**config.mk**
```make
export PLATFORM = sky130hd
export DESIGN_NAME = icache_refill_ctrl
export DESIGN_NICKNAME = d
export VERILOG_FILES = /design/src/rtl/icache_refill_ctrl.sv
export SDC_FILE = /design/constraint.sdc
export NUM_CORES = 1
export LEC_CHECK = 0
export CORE_MARGIN = 3
export CORE_UTILIZATION = 40
export CTS_CLUSTER_DIAMETER = 120
export DETAILED_ROUTE_END_ITERATION = 7
export DONT_BUFFER_PORTS = 1
export SYNTH_ARGS = -nofsm -noshare
export SYNTH_HDL_FRONTEND = slang
export SYNTH_SLANG_ARGS = --single-unit
```
**constraint.sdc**
```tcl
create_clock -name clk -period 2.95 [get_ports clk]
set_input_delay 0.295 -clock clk [delete_from_list [all_inputs] [get_ports clk]]
set_output_delay 0.295 -clock clk [all_outputs]
set_load 0.02 [all_outputs]
```
**src/rtl/icache_refill_ctrl.sv**
```systemverilog
// Miss arbitration and line-refill sequencer for the dual-port instruction cache.
// Optional next-line prefetch is enabled by defining ICACHE_NEXT_LINE_PREFETCH_EN.
`ifndef ADDR_WIDTH
`define ADDR_WIDTH 32
`endif

module icache_refill_ctrl #(
  parameter int LINE_SIZE = 2,
  parameter int AW        = `ADDR_WIDTH
) (
  input  logic                      clk,
  input  logic                      reset,
  input  logic [1:0]                i_miss,
  input  logic [1:0][AW-1:0]        i_miss_addr,
  input  logic                      i_ext_flush,
  output logic                      o_refill_stall,
  output logic                      o_busy,
  output logic                      o_mem_req_valid,
  output logic [AW-1:0]             o_mem_req_addr,
  input  logic                      i_mem_req_ready,
  input  logic                      i_mem_resp_valid,
  input  logic [31:0]               i_mem_resp_data,
  output logic [AW-1:0]             o_fetch_addr,
  output logic                      o_fetch_addr_valid,
  output logic [32*LINE_SIZE-1:0]   o_fetched_data
);

  localparam int            LB         = $clog2(LINE_SIZE * 4);
  localparam int            BW         = (LINE_SIZE > 1) ? $clog2(LINE_SIZE) : 1;
  localparam logic [AW-1:0] LINE_BYTES = AW'(LINE_SIZE * 4);
  localparam logic [BW-1:0] LAST_BEAT  = BW'(LINE_SIZE - 1);

  typedef enum logic [1:0] {S_IDLE, S_REQ, S_WAIT, S_FILL} state_t;

  state_t                  r_state, w_state_nxt;
  logic [AW-1:0]           r_line, w_line_nxt;
  logic                    r_pend_v, w_pend_v_nxt;
  logic [AW-1:0]           r_pend_line, w_pend_line_nxt;
  logic [BW-1:0]           r_beat, w_beat_nxt;
  logic [32*LINE_SIZE-1:0] r_words, w_words_nxt;
  logic [AW-1:0]           r_fetch_addr, w_fetch_addr_nxt;
  logic [32*LINE_SIZE-1:0] r_fetched, w_fetched_nxt;
`ifdef ICACHE_NEXT_LINE_PREFETCH_EN
  logic                    r_pf, w_pf_nxt;
  logic                    r_drop, w_drop_nxt;
`endif

  logic [AW-1:0] w_line0, w_line1;
  logic [AW-1:0] w_cap_line;
  logic          w_cap_pend;
  logic          w_take_miss;
  logic          w_hs;
  logic          w_last;
  logic          w_quiet;
  logic          w_unused_offset;

  function automatic logic [AW-1:0] line_of(input logic [AW-1:0] a);
    return {a[AW-1:LB], {LB{1'b0}}};
  endfunction

  assign w_line0     = line_of(i_miss_addr[0]);
  assign w_line1     = line_of(i_miss_addr[1]);
  assign w_take_miss = (|i_miss) & ~i_ext_flush;
  assign w_hs        = (r_state == S_REQ) & i_mem_req_ready;
  assign w_last      = (r_beat == LAST_BEAT);

  // Byte offsets within a line never influence which line is refilled.
  assign w_unused_offset = ^{i_miss_addr[0][LB-1:0], i_miss_addr[1][LB-1:0]};

  // Port 0 is older, so it wins; a distinct port-1 line is queued behind it.
  always_comb begin
    w_cap_line = w_line1;
    w_cap_pend = 1'b0;
    if (i_miss[0]) begin
      w_cap_line = w_line0;
      w_cap_pend = i_miss[1] & (w_line1 != w_line0);
    end
  end

`ifdef ICACHE_NEXT_LINE_PREFETCH_EN
  assign w_quiet = r_pf & (r_state == S_REQ);
`else
  assign w_quiet = 1'b0;
`endif

  // NOTE: every variable gets its default at the top of the block, so no path leaves one unassigned and no latch is inferred.
  always_comb begin
    w_state_nxt      = r_state;
    w_line_nxt       = r_line;
    w_pend_v_nxt     = r_pend_v & ~i_ext_flush;
    w_pend_line_nxt  = r_pend_line;
    w_beat_nxt       = r_beat;
    w_words_nxt      = r_words;
    w_fetch_addr_nxt = r_fetch_addr;
    w_fetched_nxt    = r_fetched;
`ifdef ICACHE_NEXT_LINE_PREFETCH_EN
    w_pf_nxt         = r_pf;
    w_drop_nxt       = r_drop;
`endif

    unique case (r_state)
      S_IDLE: begin
        if (w_take_miss) begin
          w_line_nxt      = w_cap_line;
          w_pend_v_nxt    = w_cap_pend;
          w_pend_line_nxt = w_line1;
          w_state_nxt     = S_REQ;
        end
      end

      S_REQ: begin
        if (w_hs) begin
          w_beat_nxt  = '0;
          w_state_nxt = S_WAIT;
`ifdef ICACHE_NEXT_LINE_PREFETCH_EN
          w_drop_nxt  = 1'b0;
`endif
        end else if (i_ext_flush) begin
          w_state_nxt = S_IDLE;
        end
`ifdef ICACHE_NEXT_LINE_PREFETCH_EN
        else if (r_pf && w_take_miss) begin
          w_line_nxt      = w_cap_line;
          w_pend_v_nxt    = w_cap_pend;
          w_pend_line_nxt = w_line1;
          w_pf_nxt        = 1'b0;
        end
`endif
      end

      S_WAIT: begin
`ifdef ICACHE_NEXT_LINE_PREFETCH_EN
        if (i_ext_flush) w_drop_nxt = 1'b1;
`endif
        if (i_mem_resp_valid) begin
          w_words_nxt[32*int'(r_beat) +: 32] = i_mem_resp_data;
          w_beat_nxt = r_beat + BW'(1);
          if (w_last) begin
            w_fetch_addr_nxt = r_line;
            w_fetched_nxt    = w_words_nxt;
            w_state_nxt      = S_FILL;
          end
        end
      end

      S_FILL: begin
        w_state_nxt = S_IDLE;
        if (r_pend_v && !i_ext_flush) begin
          w_line_nxt   = r_pend_line;
          w_pend_v_nxt = 1'b0;
          w_state_nxt  = S_REQ;
        end
`ifdef ICACHE_NEXT_LINE_PREFETCH_EN
        else if (!r_pf && !r_drop && !i_ext_flush) begin
          w_line_nxt  = r_line + LINE_BYTES;
          w_pf_nxt    = 1'b1;
          w_state_nxt = S_REQ;
        end
`endif
      end

      default: w_state_nxt = S_IDLE;
    endcase

`ifdef ICACHE_NEXT_LINE_PREFETCH_EN
    if (w_state_nxt == S_IDLE) w_pf_nxt = 1'b0;
`endif
  end

  // NOTE: sequential state is written only with non-blocking assignments so every register samples pre-edge values.
  always_ff @(posedge clk) begin
    if (reset) begin
      r_state      <= S_IDLE;
      r_line       <= '0;
      r_pend_v     <= 1'b0;
      r_pend_line  <= '0;
      r_beat       <= '0;
      r_fetch_addr <= '0;
      r_fetched    <= '0;
`ifdef ICACHE_NEXT_LINE_PREFETCH_EN
      r_pf         <= 1'b0;
      r_drop       <= 1'b0;
`endif
    end else begin
      r_state      <= w_state_nxt;
      r_line       <= w_line_nxt;
      r_pend_v     <= w_pend_v_nxt;
      r_pend_line  <= w_pend_line_nxt;
      r_beat       <= w_beat_nxt;
      r_fetch_addr <= w_fetch_addr_nxt;
      r_fetched    <= w_fetched_nxt;
`ifdef ICACHE_NEXT_LINE_PREFETCH_EN
      r_pf         <= w_pf_nxt;
      r_drop       <= w_drop_nxt;
`endif
    end
  end

  // NOTE: the assembly buffer has no reset; every word is overwritten before it is copied out at the last beat.
  always_ff @(posedge clk) begin
    r_words <= w_words_nxt;
  end

  assign o_busy             = (r_state != S_IDLE);
  assign o_refill_stall     = (o_busy & ~w_quiet) | w_take_miss;
  assign o_mem_req_valid    = (r_state == S_REQ);
  assign o_mem_req_addr     = r_line;
  assign o_fetch_addr_valid = (r_state == S_FILL);
  assign o_fetch_addr       = r_fetch_addr;
  assign o_fetched_data     = r_fetched;

endmodule

```
==> reports/qor.txt <==
outcome: completed
Critical Path RT: 3.33 ns
share of post-route cells with drive strength above 1: 9.68%
mux share of post-synthesis cell area: 10.3%
Die Span X: 147 µm
worst slack, placed: 0.934 ns
Fill cells: 1837
synthesis-stage register bit count: 192
dominant cells by area after synthesis: dfxtp_1, edfxtp_1, nand2_1, a21oi_1, mux2_2
area of the die: 0.0216 mm²
final hold violations: 0
most frequent cell after synthesis: nand2_1
Hold WS: 0.0569 ns
area grow syn2layout: 17.6%
number of global-route vias before repair: 5913
post-route cell area: 0.00934 mm²
Util after Layout: 49.0%
Flop pwr share: 49.4%
first-pass GRT wire length: 33.0 mm
Least-Margin Pin Slew: 0.692 ns
TNS Setup: 0 ns
xor/xnor share of the synthesized area: 3.20%
row cnt: 50
Synth warnings: 0
Initial DRC Count: 394
WS Path Type: reg -> reg
Worst path top cell family by delay: buffers and inverters
worst skew pair latency: 0.43 ns
Final min period: 2.56 ns
total wire length: 20.9 mm
Comb power frac: 9.9%
worst stage delay on the critical path: 0.60 ns
vias per cell: 5.18
largest net degree at the start of global routing: 148
Post-DP Area: 0.00807 mm²
clock transition at the registers of the reported paths: 0.08 ns
Adder-Cell Fraction of Synth Area: 0.630%
Syn Std Cell Area: 0.00794 mm²
Cell Chain, Critical Path: inv_1 > ha_1 > inv_1 > or2_2 > nand2_1 > a21oi_1 > dlygate4sd3_1
Power Density: 636 mW/mm²
period utilisation layout: 86.6%
CP endpoint kind: register
FF/Latch Area: 0.00422 mm²
worst-path maximum fanout: 29
Cells after Synth: 880
P_int: 0.00430 W
Slowest cell on crit path: or2_2
Hold Path Class: in -> reg
top post-synthesis cells by count: nand2_1, dfxtp_1, a21oi_1
clk root buf: clkbuf_16
Seq/Total Area, Yosys: 53.1%
top-area cell type share of the netlist area: 39.1%
Die Height: 147 µm
Ports: 235
via count: 6112
CTS tree: done
Max Buffers Root-to-Sink: 2
max-capacitance violation count: 0
RSZ-0062 raised after global routing: false
final setup vio count: 0
Peak VDD IR: 0.383 mV
# DRC: 0
I/O Buffers: 0
largest family of logic cells by synthesized area: simple AND/OR/NAND/NOR gates
mean post-synth cell area: 9.02 µm²
Core ar.: 0.0191 mm²
Max-slew headroom: 53.9%
average wire per cell in the routed design: 17.7 µm
nets@finish: 1013
Total Routing Usage GR: 19.0%
largest area contributor in the netlist: dfxtp_1
Routed Antenna Nets: 0
H-tree level count: 4
GPL Wtd Cong: 0.764
Clock Power Share: 40.7%
compound-cell area share of the yosys netlist: 12.7%
hpwl dp: 13.1 mm
Crit path top cell by count: inv_1
FMAX: 391 MHz
Initial Util: 41.6%
DR pass1 iterations: 5
Critical path buffers and inverters: 3
Final WS setup: 0.395 ns
Net Switching: 0.00164 W
Leak: 3.27 nW
switch share: 27.6%
Antenna diodes: 0
Slew Limit Fails: 0
initial antenna violation count: 0
Num CTS Buffers: 17
CP arrival: 2.93 ns
Post-synth EDFFs: 37
clock skew: 0.00960 ns
total gr overflow: 0
synth unique cells: 34
CP Launch Type: register
Async SR Flop Fraction: 0%
top_reg_cell synth: dfxtp_1
area occupied by multi-input gates: 0.00342 mm²
clock sink count: 192
simple-gate share of the synthesized area: 15.8%
[metrics by stage]
step,power (W),std cells
after global placement,0.00347,1085
after global routing,0.00620,1179
after CTS,0.00600,1179
final,0.00594,1179
after detailed placement,0.00348,1085
after floorplan,0.00339,885
[cell families (layout without fill, tap and decap cells)]
kind of cell    count (synthesis)  after routing
buf+inv                        75            109
other cells                     1              6
simple gates                  320            320
xor+xnor                       29             29
flops                         192            192
fa+ha+maj                       4              4
compound gates                182            182
mux                            77             77
[per-layer routing]
layer  part of all wire [%]  vias to the layer above  GRT usage [%]
met3                    8.0                       29           6.88
met1                     43                     2886           24.6
met4                    1.9                        0           5.68
li1                       -                     3012              -
met2                     47                      185           30.1
met5                      0                        -              0
[power groups by stage]
stage,combinational [W],sequential [W],clock (W)
floorplan,0.000432,0.00296,0
global placement,0.000477,0.00300,0
detailed placement,0.000483,0.00300,0
CTS,0.000592,0.00294,0.00247
global route,0.000663,0.00295,0.00259
finish,0.000589,0.00294,0.00241
[path summary, 6_finish.rpt]
check	startpoint	end	slack [ns]	cells past startpoint
max	r_state[0]	r_pend_line[6]	0.39	7
min	i_miss[1]	r_pend_v	0.06	2
max reg2reg	r_state[0]	r_pend_line[6]	0.39	7
min reg2reg	r_pend_line[16]	r_pend_line[16]	0.45	2
[final cells by class]
type                       count  area share (%)
clock inverter                14            1.96
tap                          260            3.48
clock buffer                  18            4.82
inverter                       5           0.201
timing repair buffer          72            7.77
sequential                   192            45.1
multi-input combinational    618            36.6
[repair_timing]
action,4_1_cts,5_1_grt
gates resized for setup,0,0
hold buffers,62,0
hold endpoints to repair,154,0
buffers inserted,0,0
[flip-flops by register name, indices dropped and copies added (netlist names), named ones only]
name and cells:
r_beat 1, o_fetched_data 64, o_mem_req_addr 29, r_words 37, o_fetch_addr 29, r_pend_line 29
r_state 1, r_pend_v 1
[placed cells by master (no fill, tap or decap), types with 3 or more instances in the layout]
master / synthesis / final
a21oi_1: 144 / 144
buf_4: 8 / 9
clkbuf_16: 0 / 18
clkinv_8: 0 / 3
conb_1: 1 / 6
dfxtp_1: 155 / 154
dlygate4sd3_1: 0 / 61
edfxtp_1: 37 / 37
ha_1: 4 / 4
inv_1: 5 / 4
inv_8: 0 / 4
mux2_2: 37 / 37
mux2i_1: 40 / 40
nand2_1: 284 / 283
nand4_1: 4 / 4
nor2_1: 17 / 16
nor4_1: 5 / 5
o211ai_1: 29 / 29
o21ai_0: 3 / 3
xnor2_1: 10 / 10
xor2_1: 19 / 19
[worst register-to-register path: stages, from the launching register on]
cell and delay, ns:
dfxtp_1 0.44, inv_1 0.09, ha_1 0.25, inv_1 0.27, or2_2 0.60, nand2_1 0.13, a21oi_1 0.15, dlygate4sd3_1 0.56
(Power assumes the default switching activity.)
